==> src/rtl/alu_operand_loader.sv <==
// Debounced pushbutton sequencer that loads ALU operands A, B and the opcode from the slide switches.
// Optional macro ALU_LOADER_SWAP_EN enables a KEY[1] operand swap while in S_RUN.
module alu_operand_loader #(
  parameter int DEBOUNCE_CYCLES = 250000,
  parameter int CNT_W           = 18
) (
  input  logic        CLK,
  input  logic        RST,
  input  logic [3:0]  KEY,
  input  logic [17:0] SW,
  output logic [31:0] porta,
  output logic [31:0] portb,
  output logic [3:0]  aluop,
  output logic        op_valid,
  output logic [3:0]  state_led
);

  // State encodings are already one-hot so the LED bus is the state register itself.
  typedef enum logic [3:0] {
    S_A   = 4'b0001,
    S_B   = 4'b0010,
    S_OP  = 4'b0100,
    S_RUN = 4'b1000
  } state_t;

`ifdef ALU_LOADER_SWAP_EN
  localparam logic [3:0] DEB_MASK = 4'b1011;
`else
  localparam logic [3:0] DEB_MASK = 4'b1001;
`endif

  localparam logic [CNT_W-1:0] CNT_MAX = CNT_W'(DEBOUNCE_CYCLES - 1);

  logic [3:0]  key_press;
  logic [16:0] sw_meta;
  logic [16:0] sw_sync;
  logic [31:0] ext;
  logic        unused_inputs;
  state_t      state;

  assign unused_inputs = ^{KEY & ~DEB_MASK, SW[17]};

  for (genvar g = 0; g < 4; g++) begin : g_key
    if (DEB_MASK[g]) begin : g_deb
      logic             meta;
      logic             sync;
      logic             deb;
      logic             press;
      logic [CNT_W-1:0] cnt;

      // Levels rest at 1 (released); a press pulse fires only on the accepted 1->0 flip.
      always_ff @(posedge CLK) begin
        if (RST) begin
          meta  <= 1'b1;
          sync  <= 1'b1;
          deb   <= 1'b1;
          press <= 1'b0;
          cnt   <= '0;
        end else begin
          meta  <= KEY[g];
          sync  <= meta;
          press <= 1'b0;
          if (sync != deb) begin
            if (cnt == CNT_MAX) begin
              deb   <= sync;
              cnt   <= '0;
              press <= ~sync;
            end else begin
              cnt <= cnt + 1'b1;
            end
          end else begin
            cnt <= '0;
          end
        end
      end

      assign key_press[g] = press;
    end else begin : g_none
      assign key_press[g] = 1'b0;
    end
  end

  always_ff @(posedge CLK) begin
    if (RST) begin
      sw_meta <= '0;
      sw_sync <= '0;
    end else begin
      sw_meta <= SW[16:0];
      sw_sync <= sw_meta;
    end
  end

  assign ext = {{16{sw_sync[16]}}, sw_sync[15:0]};

  // Clear outranks advance, which outranks swap; at most one transition per cycle.
  always_ff @(posedge CLK) begin
    if (RST || key_press[3]) begin
      porta    <= '0;
      portb    <= '0;
      aluop    <= '0;
      op_valid <= 1'b0;
      state    <= S_A;
    end else begin
      case (state)
        S_A: if (key_press[0]) begin
          porta <= ext;
          state <= S_B;
        end
        S_B: if (key_press[0]) begin
          portb <= ext;
          state <= S_OP;
        end
        S_OP: if (key_press[0]) begin
          aluop    <= sw_sync[3:0];
          op_valid <= 1'b1;
          state    <= S_RUN;
        end
        S_RUN: begin
          if (key_press[0]) begin
            op_valid <= 1'b0;
            state    <= S_A;
          end
`ifdef ALU_LOADER_SWAP_EN
          else if (key_press[1]) begin
            porta <= portb;
            portb <= porta;
          end
`endif
        end
        default: begin
          op_valid <= 1'b0;
          state    <= S_A;
        end
      endcase
    end
  end

  assign state_led = state;

endmodule
==> config.mk <==
export PLATFORM = sky130hd
export DESIGN_NAME = alu_operand_loader
export DESIGN_NICKNAME = d
export VERILOG_FILES = /design/src/rtl/alu_operand_loader.sv
export SDC_FILE = /design/constraint.sdc
export NUM_CORES = 1
export LEC_CHECK = 0
export ABC_AREA = 1
export CELL_PAD_IN_SITES_DETAIL_PLACEMENT = 0
export CELL_PAD_IN_SITES_GLOBAL_PLACEMENT = 1
export CORE_MARGIN = 3
export CORE_UTILIZATION = 37
export CTS_CLUSTER_SIZE = 10
export DETAILED_ROUTE_END_ITERATION = 8
export GPL_TIMING_DRIVEN = 0
export MAX_ROUTING_LAYER = met4
export PLACE_DENSITY_LB_ADDON = 0.1
export SETUP_SLACK_MARGIN = 0.4
export SLEW_MARGIN = 40
export SYNTH_ARGS = -nofsm -noshare
export SYNTH_HDL_FRONTEND = slang
export SYNTH_SLANG_ARGS = --single-unit
==> constraint.sdc <==
create_clock -name CLK -period 1.5 [get_ports CLK]
set_input_delay 0.15 -clock CLK [delete_from_list [all_inputs] [get_ports CLK]]
set_output_delay 0.15 -clock CLK [all_outputs]
set_load 0.02 [all_outputs]
# Word level (Yosys, flattened, before mapping)

Cells that the tools add are included.

Output and inout bits: 73
Word-level logic and storage cells: 59
Bits in registers: 121

Reductions and logical operators: 13
Multiplexer cells: 8
Equal/unequal tests: 12
Add/sub/neg operators: 2
Bitwise gates (word level): 7

Operators with widths:

| kind                    | count |
|---|---|
| $add A18 B1 Y18 const B | 2 |
| $eq A18 B18 Y1 const B  | 2 |
| $mux W4                 | 4 |
| $pmux W4 S4             | 1 |
| $reduce_or A3 Y1        | 4 |
| $reduce_and A2 Y1       | 5 |
| $ne A2 B2 Y1 const B    | 4 |
| $not A1 Y1              | 7 |
| $eq A4 B1 Y1 const B    | 1 |
| $eq A4 B2 Y1 const B    | 1 |
| $eq A4 B3 Y1 const B    | 1 |
| $eq A4 B4 Y1 const B    | 1 |
| $reduce_and A4 Y1       | 1 |
| $pmux W1 S3             | 1 |
| $reduce_and A3 Y1       | 1 |
| $mux W1                 | 2 |
| $ne A1 B1 Y1            | 2 |
| $reduce_or A2 Y1        | 1 |
| $logic_or A1 B1 Y1      | 1 |

# Depth between registers and ports, before layout

Gate-level depths: netlist (run 1).

Word-level depth: 4
Gate-level depth with buffers: 9

# Worst setup path after synthesis (run 1)

Ideal clock, no wire load.

Path kind: reg-to-reg
From: register state[1] (netlist: state_led[1])
To: register portb[14]
Setup time: 0.116 ns
Arrival time: 1.234 ns
Buffers on the path: 1
Period minus slack after synthesis: 1.350 ns
Cell stages (with the launch flop): 9
Data required time: 1.384 ns
Setup slack: 0.150 ns
Cells stage by stage: dfxtp_1 > inv_1 > nor2_2 > nand3_2 > nor2_8 > inv_4 > buf_6 > nor2_1 > nor2_1

Word-level cells in the longest chain between the ends: 2

RTL lines:

| item                        | RTL line | source |
|---|---|---|
| from (decl)                 | 39       | `state_t state;` |
| from (signal assigned)      | 102      | `state <= S_A;` |
| from (signal assigned)      | 107      | `state <= S_B;` |
| from (signal assigned)      | 111      | `state <= S_OP;` |
| $eq A4 B2 Y1                | 104      | `case (state)` |
| $reduce_and A2 Y1 (no line) | n/a      |  |
| to (signal assigned)        | 110      | `portb <= ext;` |
| to (decl)                   | 12       | `output logic [31:0] portb,` |

Every way passes these cells.
A chain may end at the register's enable or synchronous reset.

# Worst setup path in the final report (run 1)

From: register state[1] (netlist: state_led[1])
To: register portb[8]

Same word-level chain as after synthesis.

==> reports/metrics.yaml, run 1 <==
status: "completed"
fp.dieH_um: 122
gp_congestion: 0.824
slew_headroom_pct: 69.3
ant_nets: 0
final_hold_viol_count: 0
fp.dieArea_sq_mm: 0.0149
drv_slew: 0
ctsHoldBuffers: 0
cts_tree: "built"
rsz0062_at_grt: "yes"
coreArea_sq_mm: 0.0129
layout_common_cells: "92 x nor2_1, 83 x buf_6, 72 x nand2_1"
crit_chain: "inv_4 -> nor2_4 -> nand3_4 -> nor2_8 -> inv_6 -> buf_12 -> buf_8 -> nor2_1 -> nor2_1"
synth_fp_nets: 672
grt_use_met3_pct: 4.55
top_usage_layer: "met2"
synth.top_cell.area_share_pct: 48.7
numCtsBuffers: 17
first_global_vias: 4430
clockBufferDepth: 2
final_nets: 855
grtUsageMet2_pct: 31.6
num_io_pins: 97
wl_per_cell_um: 13.3
firstDrtPassIters: 4
setup-violations-final: 0
worstMarginPinSlew_ps: 461
clock-sinks: 121
power.density_mw_per_mm2: 904
htreeDepth: 4
hp-class: "input port to register"
clock_tree.root_cell: "clkbuf_16"
yosysTopAreaCell: "dfxtp_1"
crit_slowest_cell: "dfxtp_4"
nFillCells: 1061
cp_common_cell: "nor2_1"
clkTransAtPathRegs_ps: 60
required_ps: 1790
synthesis.area_sq_mm: 0.00498
layout_setup_ws_ps: 168
synth_seq_cells: 121
portBuffers: 92
rows: 41
grt_usage_pct: 18.4
clock_latency_ps: 410
p_sw_uw: 1550
initial_utilization_pct: 38.7
crit_path_max_fanout: 5
overflow: 0
drive_gt1_share_pct: 53.8
fmax_mhz: 751
pwr-share-comb_pct: 2.7
die_w_um: 122
critPathLaunchType: "register"
maxCapViolCount: 0
fin_crit_sh_pct: 88.8
viasPerCell: 4.47
final_common_cell: "nor2_1"
crit_type: "register to register"
ys_seq_area_share_pct: 48.7
placed_cells: 910
fin_crit_ps: 1330
swShare_pct: 20.5
p_int_uw: 6020
crit_arrival_ps: 1630
clock_power_share_pct: 54.2
antenna_found_initial: 0
drc: 0
fin_tns_setup_ps: 0
fin_skew_ps: 8.34
final_cells: 1014
seqPwrFrac_pct: 43.1
n_antenna_cell: 0
areaGrowthSynthToFinish_pct: 68.4
grt_pass1_wl_mm: 21.0
syn_inst: 646
yosysUniqueCellTypes: 31
critPathMaxStageDelay_ps: 360
drt_iter0_markers: 199
synthTopCellsByArea: "dfxtp_1 49%, nor2_1 12%, nand2_1 7.4%"
yosysWarnings: 0
vias: 4537
wl_mm: 13.5
place_hpwl_mm: 8.43
grt_max_degree: 17
avgSynthCellArea_sq_um: 7.71
p_leak_uw: 0.00350
peakVddDrop_uv: 746
grtUsageMet1_pct: 21.3
crit_path_end_kind: "register"
dp_worst_setup_slack_ps: -128
==> logic make-up (layout without fill, tap and decap cells) <==
logic type               after synthesis  after routing  share of synthesized area [%]
AND/OR/NAND/NOR                      325            325                           28.4
flip-flops                           121            121                           48.7
buffers and inverters                121            317                           12.5
AO/OA/AOI/OAI                         57             57                           6.41
XOR/XNOR                              20             20                           3.52
adder cells (fa/ha/maj)                2              2                          0.503
==> final timing paths <==
path | to | depth (start not counted) | start | slack [ps]
max | portb[8]$_SDFFE_PP0P_ | 9 | state_led[1]$_SDFFE_PP0P_ | 170
min | portb[16]$_SDFFE_PP0P_ | 4 | RST | 160
max reg2reg | portb[8]$_SDFFE_PP0P_ | 9 | state_led[1]$_SDFFE_PP0P_ | 170
min reg2reg | sw_sync[11]$_SDFF_PP0_ | 2 | sw_meta[11]$_SDFF_PP0_ | 400
==> Yosys cell counts <==
cell	n
or2_0	2
a21oi_1	16
buf_2	2
nand2_4	1
a21oi_2	8
nor3_1	1
dfxtp_1	121
nor2_8	2
or2_2	5
buf_4	30
a31oi_1	1
nor2_1	157
nand4_1	9
inv_1	69
inv_2	4
xnor2_1	6
xor2_1	14
nor3_2	1
o211ai_1	1
nand3_2	3
nand3_1	25
clkbuf_1	7
buf_6	6
o21ai_0	28
o21ai_1	3
ha_1	2
inv_4	3
nor2_4	1
nor2_2	16
nand2_2	4
nand2_1	98
==> metrics by stage <==
| step | hold WS, ps | cell area [sq um] | utilization, % | total power [uW] |
|---|---|---|---|---|
| final | 159 | 8390 | 65.1 | 7580 |
| after detailed placement | 392 | 6250 | 48.6 | 3520 |
| after CTS | 155 | 7560 | 58.7 | 7640 |
| after global routing | 201 | 8390 | 65.1 | 7840 |
| after global placement | 393 | 6250 | 48.6 | 3520 |
| after floorplan | 254 | 5120 | - | 3430 |
==> timing repair <==
| item | CTS | global route |
|---|---|---|
| pin swaps | 29 | 54 |
| resized for setup | 484 | 212 |
| setup endpoints to repair | 155 | 137 |
| gates cloned | 5 | 2 |
| setup buffers | 50 | 15 |
==> worst max-delay path, delay by kind of cell, from the launching register on <==
family / cells / cell delay, ps
simple gates: 5 / 490
flops: 1 / 360
buf+inv: 4 / 350
==> power groups by stage <==
stage	clock network [uW]	logic, uW	registers, uW
floorplan	0	84.7	3350
global placement	0	161	3360
detailed placement	0	164	3360
CTS	4190	185	3270
global route	4350	225	3270
finish	4110	202	3270
==> registers in the layout, summed over array words and instances, names as in the netlist, 2 cells and up <==
| name | cells |
|---|---|
| g_key.g_deb.sync | 2 |
| g_key.g_deb.cnt | 36 |
| g_key.g_deb.deb | 2 |
| porta | 17 |
| g_key.g_deb.meta | 2 |
| sw_meta | 17 |
| state_led | 4 |
| portb | 17 |
| g_key.g_deb.press | 2 |
| sw_sync | 17 |
| aluop | 4 |
==> layer usage <==
layer | part of all wire (%) | up-vias
met4 | 1.1 | 0
met1 | 41 | 2100
met3 | 4.1 | 15
met2 | 54 | 86
li1 | - | 2336
met5 | 0 | -
==> final cells by class <==
| class | instances | area [sq um] | share of cell area (%) |
|---|---|---|---|
| Multi-Input combinational cell | 404 | 2610 | 31.2 |
| Buffer | 45 | 460 | 5.49 |
| Tap cell | 172 | 215 | 2.57 |
| Clock buffer | 20 | 457 | 5.45 |
| Timing Repair Buffer | 164 | 1640 | 19.6 |
| Inverter | 76 | 315 | 3.76 |
| Clock inverter | 12 | 148 | 1.76 |
| Sequential cell | 121 | 2530 | 30.2 |
Power figures use the tool's default switching activity.
==> inputs of run 2 (changes only) <==
--- a/config.mk
+++ b/config.mk
@@ -8,14 +8,13 @@
 export ABC_AREA = 1
 export CELL_PAD_IN_SITES_DETAIL_PLACEMENT = 0
 export CELL_PAD_IN_SITES_GLOBAL_PLACEMENT = 1
-export CORE_MARGIN = 3
 export CORE_UTILIZATION = 37
 export CTS_CLUSTER_SIZE = 10
 export DETAILED_ROUTE_END_ITERATION = 8
 export GPL_TIMING_DRIVEN = 0
 export MAX_ROUTING_LAYER = met4
 export PLACE_DENSITY_LB_ADDON = 0.1
-export SETUP_SLACK_MARGIN = 0.4
+export SETUP_SLACK_MARGIN = 0.3
 export SLEW_MARGIN = 40
 export SYNTH_ARGS = -nofsm -noshare
 export SYNTH_HDL_FRONTEND = slang
==> run 2 against run 1 <==
Die area down 6.5%. Global-route usage up 0.36 points. Cell area down 5.0%. Clock-buffer cell count up 4. Clock skew about the same. Total power down 1.8%. Critical path type is now register to primary output. Largest power group unchanged.
==> reports/metrics.yaml, run 2 (synthesis gave the netlist of run 1 again) <==
ctsHoldBuffers: 0  # unchanged
timing.rr.end: "portb[15]$_SDFFE_PP0P_"
fin_skew_ps: 8.20  # -0.138 ps
setup-violations-final: 0  # unchanged
first_global_vias: 4202  # -5.1%
firstDrtPassIters: 4  # unchanged
clock_tree.root_cell: "clkbuf_16"
fmax_mhz: 768  # +2.3%
crit_type: "register to primary output"
place_hpwl_mm: 8.12  # -3.6%
layout_setup_ws_ps: 197  # +29.6 ps
fp.dieH_um: 118  # -3.3%
num_io_pins: 97  # unchanged
crit_path_max_fanout: 8  # +3
hp-class: "input port to register"
power_uw: 7440  # -1.8%
initial_utilization_pct: 37.7  # -0.92 points
clock_latency_ps: 410  # about the same
rows: 42  # +2.4%
hold_end: "portb[16]$_SDFFE_PP0P_"
post-route-util_pct: 60.4  # -4.7 points
crit_arrival_ps: 1150  # -480 ps
maxCapViolCount: 0  # unchanged
critPathLaunchType: "register"
drc: 0  # unchanged
worstMarginPinSlew_ps: 529  # +67.9 ps
slew_headroom_pct: 64.8  # -4.5 points
n_antenna_cell: 0  # unchanged
overflow: 0  # unchanged
clock-sinks: 121  # unchanged
regMostFlops: "g_key.g_deb.cnt"
reg2reg_slack_ps: 200  # +30 ps
grt_max_degree: 17  # unchanged
drive_gt1_share_pct: 46.7  # -7.1 points
fin_crit_sh_pct: 86.8  # -2.0 points
layout_common_cells: "103 x nor2_1, 86 x dfxtp_1, 77 x nand2_1"
final_common_cell: "nor2_1"
areaGrowthSynthToFinish_pct: 60.0
peakVddDrop_uv: 720  # -3.6%
final_area_sq_mm: 0.00797  # -5.0%
viasPerCell: 4.46  # -0.29%
largest_register_ffs: 36  # unchanged
dp_worst_setup_slack_ps: -112  # +15.4 ps
cts_tree: "built"
p_leak_uw: 0.00329  # -6.0%
crit_path_end_kind: "primary output"
antenna_found_initial: 0  # unchanged
vias: 4457  # -1.8%
holdCritStartpoint: "RST"
status: "completed"
holdPathStages: 4  # unchanged
fin_tns_setup_ps: 0  # unchanged
final_hold_viol_count: 0  # unchanged
clockBufferDepth: 2  # unchanged
drv_slew: 0  # unchanged
worst-r2r-cell-count: 8  # -1
coreArea_sq_mm: 0.0132  # +2.4%
die_w_um: 118  # -3.3%
grt_pass1_wl_mm: 20.0  # -4.8%
fp.dieArea_sq_mm: 0.0139  # -6.5%
drt_iter0_markers: 161  # -19%
portBuffers: 92  # unchanged
grt_usage_pct: 18.8  # +0.36 points
final_nets: 837  # -2.1%
numCtsBuffers: 17  # unchanged
r2r-start: "state_led[1]$_SDFFE_PP0P_"
htreeDepth: 4  # unchanged
wl_per_cell_um: 12.6  # -5.1%
required_ps: 1350  # -440 ps
rsz0062_at_grt: "yes"
power.density_mw_per_mm2: 935  # +3.4%
clkTransAtPathRegs_ps: 60  # about the same
gp_congestion: 0.888  # +7.7%
fin_crit_ps: 1300  # -29.6 ps
ant_nets: 0  # unchanged
wl_mm: 12.6  # -6.5%
place_area_sq_mm: 0.00620  # -0.94%
[run 2: changes by cell type in the layout (fill, tap and decap cells not counted), sizes merged]
| cell | change |
|---|---|
| clkinvlp | -1 |
| clkinv | -2 |
| bufinv | -1 |
| clkbuf | +12 |
| buf | -39 |
| clkdlybuf4s15 | +13 |
| inv | -1 |
[run 2: critical path, cell delays in order (launching register included)]
cell	delay [ps]
dfxtp_4	370
buf_8	140
buf_6	110
buf_6	120
[run 2: area by class of cell]
cell class              count  area [sq um]
plain buffers              45           422
clock buffers              24           492
clock inverters             7          91.3
fillers                  1180          5230
inverters                  76           313
multi-input cells         404          2470
flip-flops and latches    121          2510
well taps                 176           220
repair buffers            146          1450
[run 2: repair_timing]
| item | 4_1_cts | 5_1_grt |
|---|---|---|
| gates resized for setup | 428 | 155 |
| pin swaps | 29 | 34 |
| setup buffers | 34 | 15 |
| cloned | 5 | 0 |
| setup endpoints to repair | 150 | 135 |
[run 2: routing by layer]
metal  wire (um)  vias up  track usage (%)
li1            -     2292                -
met1        5590     2073             21.6
met4         140        0             6.97
met5           0        -                -
met2        6460       82             31.5
met3         391       10             4.89
[run 2: per-stage QoR]
| stage | hold WS, ps | std cells |
|---|---|---|
| detailed placement | 392 | 914 |
| floorplan | 254 | 646 |
| CTS | 150 | 984 |
| global placement | 394 | 914 |
| finish | 179 | 999 |
| global route | 203 | 999 |
[run 2: how the worst max path moves through the flow]
| stage | slack, ps | from | cells past startpoint | to |
|---|---|---|---|---|
| after global routing | 140 | g_key[3].g_deb.cnt[0]$_SDFF_PP0_ | 8 | g_key[3].g_deb.cnt[14]$_SDFF_PP0_ |
| after detailed placement | -110 | portb[16]$_SDFFE_PP0P_ | 2 | portb[21] |
| after global placement | -40 | portb[16]$_SDFFE_PP0P_ | 2 | portb[21] |
| after CTS | 190 | portb[16]$_SDFFE_PP0P_ | 3 | portb[25] |
| final | 200 | portb[16]$_SDFFE_PP0P_ | 3 | portb[22] |
| after floorplan | 260 | state_led[1]$_SDFFE_PP0P_ | 8 | portb[14]$_SDFFE_PP0P_ |
[run 2: power breakdown]
| part | internal, uW | total, uW | switching (uW) |
|---|---|---|---|
| registers | 3240 | 3270 | 30.4 |
| logic | 98.5 | 201 | 103 |
| clock network | 2600 | 3970 | 1370 |
| total | 5940 | 7440 | 1500 |
